File: config.mk
export PLATFORM = sky130hd
export DESIGN_NAME = vga_grid_renderer
export DESIGN_NICKNAME = d
export VERILOG_FILES = /design/src/rtl/vga_grid_pkg.sv /design/src/rtl/vga_grid_tick_gen.sv /design/src/rtl/vga_grid_renderer.sv
export SDC_FILE = /design/constraint.sdc
export NUM_CORES = 1
export LEC_CHECK = 0
export CORE_UTILIZATION = 50
export CTS_BUF_LIST = sky130_fd_sc_hd__clkbuf_4
export CTS_CLUSTER_SIZE = 14
export DETAILED_ROUTE_END_ITERATION = 7
export PLACE_DENSITY_LB_ADDON = 0.3
export SLEW_MARGIN = 40
export SYNTH_ARGS = -nofsm -noshare
export SYNTH_HDL_FRONTEND = slang
export SYNTH_HIERARCHICAL = 1
export SYNTH_SLANG_ARGS = --single-unit
export TNS_END_PERCENT = 10
File: constraint.sdc
create_clock -name clk -period 4.3 [get_ports clk]
set_input_delay 0.43 -clock clk [delete_from_list [all_inputs] [get_ports clk]]
set_output_delay 0.43 -clock clk [all_outputs]
set_load 0.01 [all_outputs]
File: src/rtl/vga_grid_pkg.sv
// Shared types for the block-grid renderer: colour schemes, colour triplet and scheme colour table.
package vga_grid_pkg;

   typedef enum logic [1:0] {
      SCH_CLASSIC  = 2'b00,
      SCH_INVERSE  = 2'b01,
      SCH_WARM     = 2'b10,
      SCH_CONTRAST = 2'b11
   } scheme_e;

   typedef enum logic [1:0] {
      PIX_OFF  = 2'b00,
      PIX_ON   = 2'b01,
      PIX_LINE = 2'b10
   } pix_kind_e;

   typedef enum logic {
      CLR_IDLE  = 1'b0,
      CLR_SWEEP = 1'b1
   } clr_state_e;

   typedef struct packed {
      logic [2:0] r;
      logic [2:0] g;
      logic [1:0] b;
   } rgb_t;

   function automatic rgb_t scheme_colour(input scheme_e sch, input pix_kind_e kind);
      rgb_t c;
      c = '0;
      case (sch)
         SCH_CLASSIC: case (kind)
            PIX_ON:   c = '{r: 3'd7, g: 3'd7, b: 2'd3};
            PIX_LINE: c = '{r: 3'd2, g: 3'd2, b: 2'd1};
            default:  c = '{r: 3'd0, g: 3'd0, b: 2'd0};
         endcase
         SCH_INVERSE: case (kind)
            PIX_ON:   c = '{r: 3'd0, g: 3'd0, b: 2'd0};
            PIX_LINE: c = '{r: 3'd4, g: 3'd4, b: 2'd2};
            default:  c = '{r: 3'd7, g: 3'd7, b: 2'd3};
         endcase
         SCH_WARM: case (kind)
            PIX_ON:   c = '{r: 3'd7, g: 3'd7, b: 2'd1};
            PIX_LINE: c = '{r: 3'd0, g: 3'd0, b: 2'd1};
            default:  c = '{r: 3'd7, g: 3'd1, b: 2'd1};
         endcase
         default: case (kind)
            PIX_ON:   c = '{r: 3'd7, g: 3'd1, b: 2'd1};
            PIX_LINE: c = '{r: 3'd0, g: 3'd0, b: 2'd1};
            default:  c = '{r: 3'd7, g: 3'd7, b: 2'd1};
         endcase
      endcase
      return c;
   endfunction

endpackage

File: src/rtl/vga_grid_tick_gen.sv
// Level-scaled update-tick divider: fires once every (threshold+1) tick_in pulses.
module vga_grid_tick_gen
   import vga_grid_pkg::*;
#(
   parameter int TICK_BASE = 10,
   parameter int LVL_W     = 3
) (
   input  logic             clk,
   input  logic             reset,
   input  logic             tick_in,
   input  logic [LVL_W-1:0] level,
   input  logic             restart,
   output logic             update_tick
);

   localparam int unsigned BASE = TICK_BASE;
   localparam int DW = $clog2(TICK_BASE + 1);

   logic [DW-1:0] div_q;
   int unsigned   thresh;

   always_comb begin
      thresh = 1;
      if (32'(level) + 1 < BASE) thresh = BASE - 32'(level);
   end

   // Compare against the live threshold so a level raise mid-count fires at once.
   always_ff @(posedge clk or negedge reset) begin
      if (!reset) begin
         div_q       <= '0;
         update_tick <= 1'b0;
      end else begin
         update_tick <= 1'b0;
         if (restart) begin
            div_q <= '0;
         end else if (tick_in) begin
            if (32'(div_q) >= thresh) begin
               div_q       <= '0;
               update_tick <= 1'b1;
            end else begin
               div_q <= div_q + DW'(1);
            end
         end
      end
   end

endmodule

File: src/rtl/vga_grid_renderer.sv
// ROWS x COLS block-grid framebuffer with sequenced clear, cell tracking from pixel coordinates,
// two-stage colour pipeline and the update-tick generator for the stacking game.
module vga_grid_renderer
   import vga_grid_pkg::*;
#(
   parameter int ROWS       = 8,
   parameter int COLS       = 8,
   parameter int CELL_W     = 80,
   parameter int CELL_H     = 60,
   parameter int GRID_LINES = 0,
   parameter int BLINK_FR   = 16,
   parameter int TICK_BASE  = 10,
   parameter int LVL_W      = 3
) (
   input  logic                    clk,
   input  logic                    reset,
   input  logic                    pix_en,
   input  logic [9:0]              pixel_x,
   input  logic [9:0]              pixel_y,
   input  logic                    in_display,
   input  logic                    wr_en,
   input  logic [$clog2(ROWS)-1:0] wr_row,
   input  logic [COLS-1:0]         wr_data,
   input  logic                    clr,
   output logic                    busy,
   input  logic [1:0]              scheme,
   input  logic                    blink_en,
   input  logic [$clog2(ROWS)-1:0] blink_row,
   input  logic                    tick_in,
   input  logic [LVL_W-1:0]        level,
   input  logic                    restart,
   output logic                    update_tick,
   output logic [2:0]              vga_r,
   output logic [2:0]              vga_g,
   output logic [1:0]              vga_b
);

   localparam int RW  = $clog2(ROWS);
   localparam int CW  = $clog2(COLS + 1);
   localparam int RCW = $clog2(ROWS + 1);
   localparam int SXW = $clog2(CELL_W);
   localparam int SYW = $clog2(CELL_H);
   localparam int FW  = $clog2(BLINK_FR + 1);

   logic [COLS-1:0] grid [ROWS];

   clr_state_e state_q, state_d;
   logic [RW-1:0] clr_idx_q, clr_idx_d;
   logic row_zero, wr_ok;

   always_ff @(posedge clk or negedge reset) begin
      if (!reset) begin
         state_q   <= CLR_IDLE;
         clr_idx_q <= '0;
      end else begin
         state_q   <= state_d;
         clr_idx_q <= clr_idx_d;
      end
   end

   always_comb begin
      state_d   = state_q;
      clr_idx_d = clr_idx_q;
      row_zero  = 1'b0;
      wr_ok     = 1'b0;
      if (clr) begin
         state_d   = CLR_SWEEP;
         clr_idx_d = '0;
      end else if (state_q == CLR_SWEEP) begin
         row_zero = 1'b1;
         if (clr_idx_q == RW'(ROWS - 1)) state_d = CLR_IDLE;
         else clr_idx_d = clr_idx_q + RW'(1);
      end else begin
         wr_ok = wr_en;
      end
   end

   assign busy = (state_q == CLR_SWEEP);

   // Logical row 0 is the bottom of the screen, stored in the last physical row.
   always_ff @(posedge clk or negedge reset) begin
      if (!reset) begin
         for (int unsigned i = 0; i < ROWS; i++) grid[i] <= '0;
      end else begin
         for (int unsigned i = 0; i < ROWS; i++) begin
            if (row_zero && 32'(clr_idx_q) == i) grid[i] <= '0;
            else if (wr_ok && 32'(wr_row) == ROWS - 1 - i) grid[i] <= wr_data;
         end
      end
   end

   logic [CW-1:0]  col_q, col_d;
   logic [RCW-1:0] row_q, row_d;
   logic [SXW-1:0] subx_q, subx_d;
   logic [SYW-1:0] suby_q, suby_d;
   logic [9:0]     prev_y_q;

   // Counters hold the previous pixel; the *_d values describe the pixel now on the inputs.
   always_comb begin
      col_d  = col_q;
      subx_d = subx_q;
      row_d  = row_q;
      suby_d = suby_q;
      if (pixel_x == '0) begin
         col_d  = '0;
         subx_d = '0;
         if (pixel_y == '0) begin
            row_d  = '0;
            suby_d = '0;
         end else if (pixel_y != prev_y_q) begin
            if (suby_q == SYW'(CELL_H - 1)) begin
               suby_d = '0;
               if (row_q != RCW'(ROWS)) row_d = row_q + RCW'(1);
            end else begin
               suby_d = suby_q + SYW'(1);
            end
         end
      end else if (subx_q == SXW'(CELL_W - 1)) begin
         subx_d = '0;
         if (col_q != CW'(COLS)) col_d = col_q + CW'(1);
      end else begin
         subx_d = subx_q + SXW'(1);
      end
   end

   logic [COLS-1:0] row_bits;
   logic cell_bit, in_grid, line_hit, blink_hit, frame_start;

   always_comb begin
      row_bits = '0;
      for (int unsigned i = 0; i < ROWS; i++) if (32'(row_d) == i) row_bits = grid[i];
      cell_bit = 1'b0;
      for (int unsigned i = 0; i < COLS; i++) if (32'(col_d) == i) cell_bit = row_bits[COLS-1-i];
   end

   logic fr_phase_q;
   logic [FW-1:0] fr_cnt_q;

   assign in_grid     = (col_d != CW'(COLS)) && (row_d != RCW'(ROWS));
   assign line_hit    = (GRID_LINES != 0) && ((subx_d == '0) || (suby_d == '0));
   assign blink_hit   = blink_en && fr_phase_q && (32'(row_d) + 32'(blink_row) == ROWS - 1);
   assign frame_start = (pixel_x == '0) && (pixel_y == '0);

   logic s1_cell, s1_disp, s1_in_grid, s1_line, s1_blink;
   rgb_t colour_q, colour_d;
   pix_kind_e kind;

   always_comb begin
      kind = PIX_OFF;
      if (s1_line) kind = PIX_LINE;
      else if (s1_cell ^ s1_blink) kind = PIX_ON;
      if (!s1_in_grid) kind = PIX_OFF;
      colour_d = s1_disp ? scheme_colour(scheme_e'(scheme), kind) : '0;
   end

   always_ff @(posedge clk or negedge reset) begin
      if (!reset) begin
         col_q      <= '0;
         row_q      <= '0;
         subx_q     <= '0;
         suby_q     <= '0;
         prev_y_q   <= '0;
         s1_cell    <= 1'b0;
         s1_disp    <= 1'b0;
         s1_in_grid <= 1'b0;
         s1_line    <= 1'b0;
         s1_blink   <= 1'b0;
         colour_q   <= '0;
      end else if (pix_en) begin
         col_q      <= col_d;
         row_q      <= row_d;
         subx_q     <= subx_d;
         suby_q     <= suby_d;
         prev_y_q   <= pixel_y;
         s1_cell    <= cell_bit;
         s1_disp    <= in_display;
         s1_in_grid <= in_grid;
         s1_line    <= line_hit;
         s1_blink   <= blink_hit;
         colour_q   <= colour_d;
      end
   end

   always_ff @(posedge clk or negedge reset) begin
      if (!reset) begin
         fr_cnt_q   <= '0;
         fr_phase_q <= 1'b0;
      end else if (!blink_en) begin
         fr_cnt_q   <= '0;
         fr_phase_q <= 1'b0;
      end else if (pix_en && frame_start) begin
         if (fr_cnt_q == FW'(BLINK_FR - 1)) begin
            fr_cnt_q   <= '0;
            fr_phase_q <= ~fr_phase_q;
         end else begin
            fr_cnt_q <= fr_cnt_q + FW'(1);
         end
      end
   end

   assign vga_r = colour_q.r;
   assign vga_g = colour_q.g;
   assign vga_b = colour_q.b;

   vga_grid_tick_gen #(
      .TICK_BASE (TICK_BASE),
      .LVL_W     (LVL_W)
   ) u_tick_gen (
      .clk         (clk),
      .reset       (reset),
      .tick_in     (tick_in),
      .level       (level),
      .restart     (restart),
      .update_tick (update_tick)
   );

endmodule

# Word level (Yosys, flattened, before mapping)
# Cells that the tools add are included.
classes:
  n_addsub: 10
  multipliers: 0
  div_mod_pow: 0
  order_cmp: 2
  n_eq_ne: 44
  n_shift: 0
  muxes: 76
  n_bitwise: 2
  n_reduce_logical: 42
op_table:
  columns: ["op", "count"]
  rows:
  - ["8-bit two-way mux", 25]
  - ["8-bit one-hot mux with 2 select lines", 4]
  - ["4-bit two-way mux", 11]
  - ["4-bit by 3-bit == test with 1-bit output, second input constant", 8]
  - ["4-bit by 32-bit >= comparator with 1-bit output", 1]
  - ["32-bit by 4-bit < comparator with 1-bit output, second input constant", 1]
  - ["32-bit two-way mux", 1]
  - ["3-bit == test, second input constant", 8]
  - ["8-bit one-hot mux with 3 select lines", 1]
  - ["1-bit two-way mux", 22]
  - ["2-bit nonzero test", 11]
  - ["1-bit logical AND", 21]
  - ["10-bit logical NOT", 2]
  - ["6-bit two-way mux", 3]
  - ["4-bit by 2-bit == test with 1-bit output, second input constant", 4]
  - ["4-bit != test, second input constant", 4]
  - ["5-bit two-way mux", 3]
  - ["7-bit two-way mux", 2]
  - ["4-bit by 1-bit adder with 4-bit output, second input constant", 3]
  - ["3-bit by 2-bit == test with 1-bit output, second input constant", 4]
  - ["10-bit != test", 1]
  - ["3-bit two-way mux", 3]
  - ["4-bit by 1-bit == test with 1-bit output, second input constant", 2]
  - ["4-bit logical NOT", 2]
  - ["other kinds (23)", 29]
totals:
  register_bits: 122
  latch_bits: 0
  mem_bits_rw: 0
  rom_bits: 0
  input_bits: 48
  output_inout_bits: 10
  word_cells: 202
  memories: 0

# Longest topological paths before layout
logic_depth:
  ltp_word: 23
  ltp_mapped: 16
  ltp_nobuf: 15

# Modules after synthesis
# The synthesis kept the hierarchy.
modules_own_cells:
  columns: ["mod", "instances", "cells_per_inst", "area_each_um2", "seq_area_each_um2"]
  rows:
  - ["vga_grid_renderer", 1, 618, 6105.9, 2802.7]
  - ["vga_grid_tick_gen", 1, 41, 409.1, 125.1]

# Worst setup path before layout
# No wires, ideal clock.
synth_timing:
  path_kind: "input-to-reg"
  start: "in pixel_x[1]"
  end: "reg s1_cell"
  setup_time_ps: 67
  t_arrival_ps: 3015
  t_required_ps: 4233
  slack_ps: 1217
  cell_stages: 13
  n_path_buf: 1
  cell_sequence: "nor4_2 > nand4_1 > buf_2 > a311oi_2 > mux2_2 > inv_1 > nand3_1 > nor3_1 > nand2_1 > o41ai_2 > o21ai_1 > a2111oi_1 > o221a_1"
synth_between:
  elab_chain_len: 19
  elab_cells_between_ends: 35
  cone_classes: "eq/ne: 14; mux: 18; reduce/logical: 3"
synth_lines:
  columns: ["element", "line_no", "rtl"]
  rows:
  - ["start: declaration", "vga_grid_renderer.sv:18", "input logic [9:0] pixel_x,"]
  - ["10-bit logical NOT *", "vga_grid_renderer.sv:104", "if (pixel_x == '0) begin"]
  - ["4-bit two-way mux", "vga_grid_renderer.sv:104", null]
  - ["4-bit logical NOT", "vga_grid_renderer.sv:131", "for (int unsigned i = 0; i < ROWS; i++) if (32'(row_d) == i) row_bits = grid[i];"]
  - ["8-bit two-way mux (8 in series)", "vga_grid_renderer.sv:131", null]
  - ["1-bit two-way mux (7 in series)", "vga_grid_renderer.sv:133", "for (int unsigned i = 0; i < COLS; i++) if (32'(col_d) == i) cell_bit = row_bits[COLS-1-i];"]
  - ["1-bit two-way mux *", "vga_grid_renderer.sv:133", null]
  - ["end signal: assignment", "vga_grid_renderer.sv:175", "s1_cell <= cell_bit;"]
  - ["end: declaration", "vga_grid_renderer.sv:144", "logic s1_cell, s1_disp, s1_in_grid, s1_line, s1_blink;"]
# Mark *: on every way between the ends. The rest lies on a longest branch, timed or not.
# A chain may end at the register's enable or synchronous reset.

# Final worst setup path
# Ends and elaborated chain as after synthesis.

==> key figures <==
Power
  – Leakage: between 3 and 4 nW
  – Power Dens Cells: ~360 nW/um^2
  – Worst vdd ir: roughly 0.21 mV

Layout
  – Most frequent cells in the layout: 117 x dfrtp_1, 74 x nor2_1, 56 x nand2_1, 55 x clkdlybuf4s50_1, 39 x mux2i_1
  – Area used by multi-input combinational logic: 3360 um^2
  – Fin nets: 781
  – Finished Cell Area: 7550 um^2
  – ANT cells: 0
  – Reg area: between 2000 and 3000 um^2
  – Fillers: roughly 1100
  – Layout cells sized above 1: about an eighth
  – Area delta synth->final: 15.9%
  – Commonest non-fill, non-tap cell in the layout: dfrtp_1

Floorplanning
  – Die area: 13500 um^2
  – Die Ht: roughly 120 um
  – Core area: around 13000 um^2
  – Number of top-level pins: 58
  – Row count: 41
  – Die X: 116 um
  – Starting Density: approximately half

Drt
  – Drt pass-1 iters: 6
  – # DRC: 0
  – DR WL/cell: between 15 and 20 um
  – Vias: around 5300
  – Routed WL: 16400 um
  – Antenna-violating nets left: 0
  – Vias per Instance: ~6.0
  – Initial DRC Count: about 520

CTS
  – Clk root buf: clkbuf_4
  – Max Root-Sink Buffers: 2
  – Clk sink count: roughly 120
  – Cts bufs inserted: 17
  – Post CTS Setup Buffer Count: 0
  – CTS tree: done
  – Post_cts resized: 0
  – H-Tree Depth: 4
  – Post-CTS Hold Fix Bufs: 1
  – Clk slew on worst S/H paths: 0.10 ns
  – Clk Latency, worst-skew pair: between 0.5 and 0.6 ns

Worst setup path
  – Max stage delay on crit path: ~0.48 ns
  – Element type at the critical path start: input port
  – Crit path DAT: just over 4 ns
  – CP Data Required Time: between 4 and 5 ns
  – CP cell instances: clkdlybuf4s50_1 > nor4_2 > nand4_1 > a311oi_2 > mux2_2 > inv_1 > nand3_1 > nor3_1 > nand2_1 > o41ai_2 > o21ai_1 > a2111oi_1 > o221a_1
  – CP max stage cell: nor3_1
  – Setup crit end kind: flop
  – Top Family by Delay on Critical Path: simple AND/OR/NAND/NOR gates
  – Worst path buffer plus inverter count: 2
  – Crit path max fanout: 9
  – Critical path class: in -> reg

Timing
  – Setup violations, final: 0
  – Worst rel slew slack: approximately 44%
  – Final hold violation count: 0
  – Final Max Tran Viols: 0
  – Final min period: between 3 and 4 ns
  – Crit share post-route: 82.9%
  – F_max: 280 MHz
  – Unrepaired setup endpoints after global routing: no
  – Slew at the pin closest to its max-slew limit: ~0.83 ns
  – Fin Clk Skew: 0.0118 ns
  – Final TNS setup: 0 ns

GRT
  – Wire length of the first global-routing pass: around 27000 um
  – GR Overflow Total: 0
  – Vias in the first global route: 5294
  – Initial antenna violation count: 0
  – Total Routing Usage GR: roughly a quarter
  – Largest net degree at the start of global routing: 49

Logic synthesis
  – Post-synthesis net count: 730
  – Top-area cell type share of the netlist area: 44.9%
  – Cell Area, Synth: 6510 um^2
  – Main synth FF type: dfrtp_1
  – Synthesized area per cell: between 9 and 10 um^2
  – Yosys warning total: 6
  – Yosys reg bits: 117
  – Asr flop ratio synth: 100%
  – Synth area leaders: dfrtp_1 45%, mux2i_1 6.0%, a22o_1 4.4%
  – Mapped Cells: about 660
  – Unique masters post-synth: 71
  – Area leader, netlist: dfrtp_1
  – Number of flops mapped to enable cells by yosys: 0
  – Seq/Total Area, Yosys: between 40% and 50%

Worst hold path
  – Hold/Removal Path Class: in -> async

Placed design
  – RePlAce Congestion: 0.949
  – Post-DP Area: between 7000 and 8000 um^2
  – HPWL after DPL: about 12000 um
  – PortBufs: 57

Flow run
  – Max-Cap Viols: 0

Run status
  – Status: complete, no violations
worst reg2reg max path: cells and delay by family, from the launching register on:
kind,cells,cell delay [ns]
AO/OA/AOI/OAI,5,1.24
adder cells (fa/ha/maj),1,0.23
buffers and inverters,1,0.08
flip-flops,1,0.40
multiplexers,1,0.41
AND/OR/NAND/NOR,5,1.15
state kept, by name, indices dropped and copies added (netlist names), 4 cells and up:
name / count
grid: 64
prev_y_q: 10
subx_q: 7
suby_q: 6
fr_cnt_q: 5
col_q: 4
row_q: 4
u_tick_gen/div_q: 4
metrics by stage:
| stage | util (%) | hold WS, ns | setup WS (ns) | cells | total power [mW] |
|---|---|---|---|---|---|
| 2_1_floorplan | - | 0.134 | 1.22 | 659 | 1.67 |
| 3_3_place_gp | 56.9 | 0.392 | 0.254 | 862 | 1.86 |
| 3_5_place_dp | 57.0 | 0.399 | 0.241 | 862 | 1.89 |
| 4_1_cts | 59.5 | 0.341 | 0.776 | 895 | 2.77 |
| 5_1_grt | 59.6 | 0.378 | 0.372 | 895 | 2.90 |
| 6_report | 59.6 | 0.353 | 0.734 | 895 | 2.75 |
metal layers:
metal	track usage, %	up-vias	share of wire, %
met2	42.1	183	48
met5	0	-	0
met1	34.0	2621	44
met4	12.7	0	2.8
met3	5.76	39	5.7
li1	-	2491	-
report_power, final:
| part | total, mW | internal (mW) | switching (mW) |
|---|---|---|---|
| Combinational | 0.608 | 0.264 | 0.343 |
| Clock | 0.875 | 0.462 | 0.413 |
| Sequential | 1.27 | 1.18 | 0.0841 |
| Total | 2.75 | 1.91 | 0.841 |
cell type report:
cell class / instances / area share, %
timing repair buffer: 71 / 8.92
multi-input combinational: 485 / 44.5
sequential: 117 / 38.8
clock buffer: 19 / 1.89
clock inverter: 13 / 2.15
tap: 172 / 2.85
inverter: 18 / 0.895
cells by family (layout without fill, tap and decap cells):
logic type | count (synthesis) | count (layout) | synth area share, %
buffers and inverters | 57 | 121 | 3.86
adders and majority gates | 23 | 23 | 4.53
and+or+nand+nor | 233 | 233 | 17.9
xor gates and xnor gates | 24 | 24 | 3.23
DFF | 117 | 117 | 44.9
muxes | 57 | 57 | 9.20
AOI/OAI and AO/OA | 148 | 148 | 16.3
cell usage after synthesis, drive strengths merged, types with 8 or more instances:
library cell,instances
a21oi,25
a22o,33
a31oi,11
buf,26
clkbuf,13
dfrtp,117
ha,22
inv,18
mux2,17
mux2i,40
nand2,56
nand2b,10
nand3,26
nand4,9
nor2,77
nor3,8
nor4,11
o21ai,35
xnor2,10
xor2,14
worst paths after layout:
| path | cells past startpoint | to | slack [ns] | from |
|---|---|---|---|---|
| worst max-delay path | 13 | s1_cell | 0.73 | pixel_x[1] |
| worst min-delay path | 2 | prev_y_q[4] | 0.35 | reset |
| worst max register to register | 13 | s1_cell | 0.74 | suby_q[0] |
| worst min register to register | 1 | suby_q[5] | 0.50 | suby_q[5] |
| max in group asynchronous | 3 | grid[18] | 3.06 | reset |
| min in group clk | 3 | row_q[1] | 0.37 | pix_en |
Note: power is estimated with default switching activity, not from simulation.
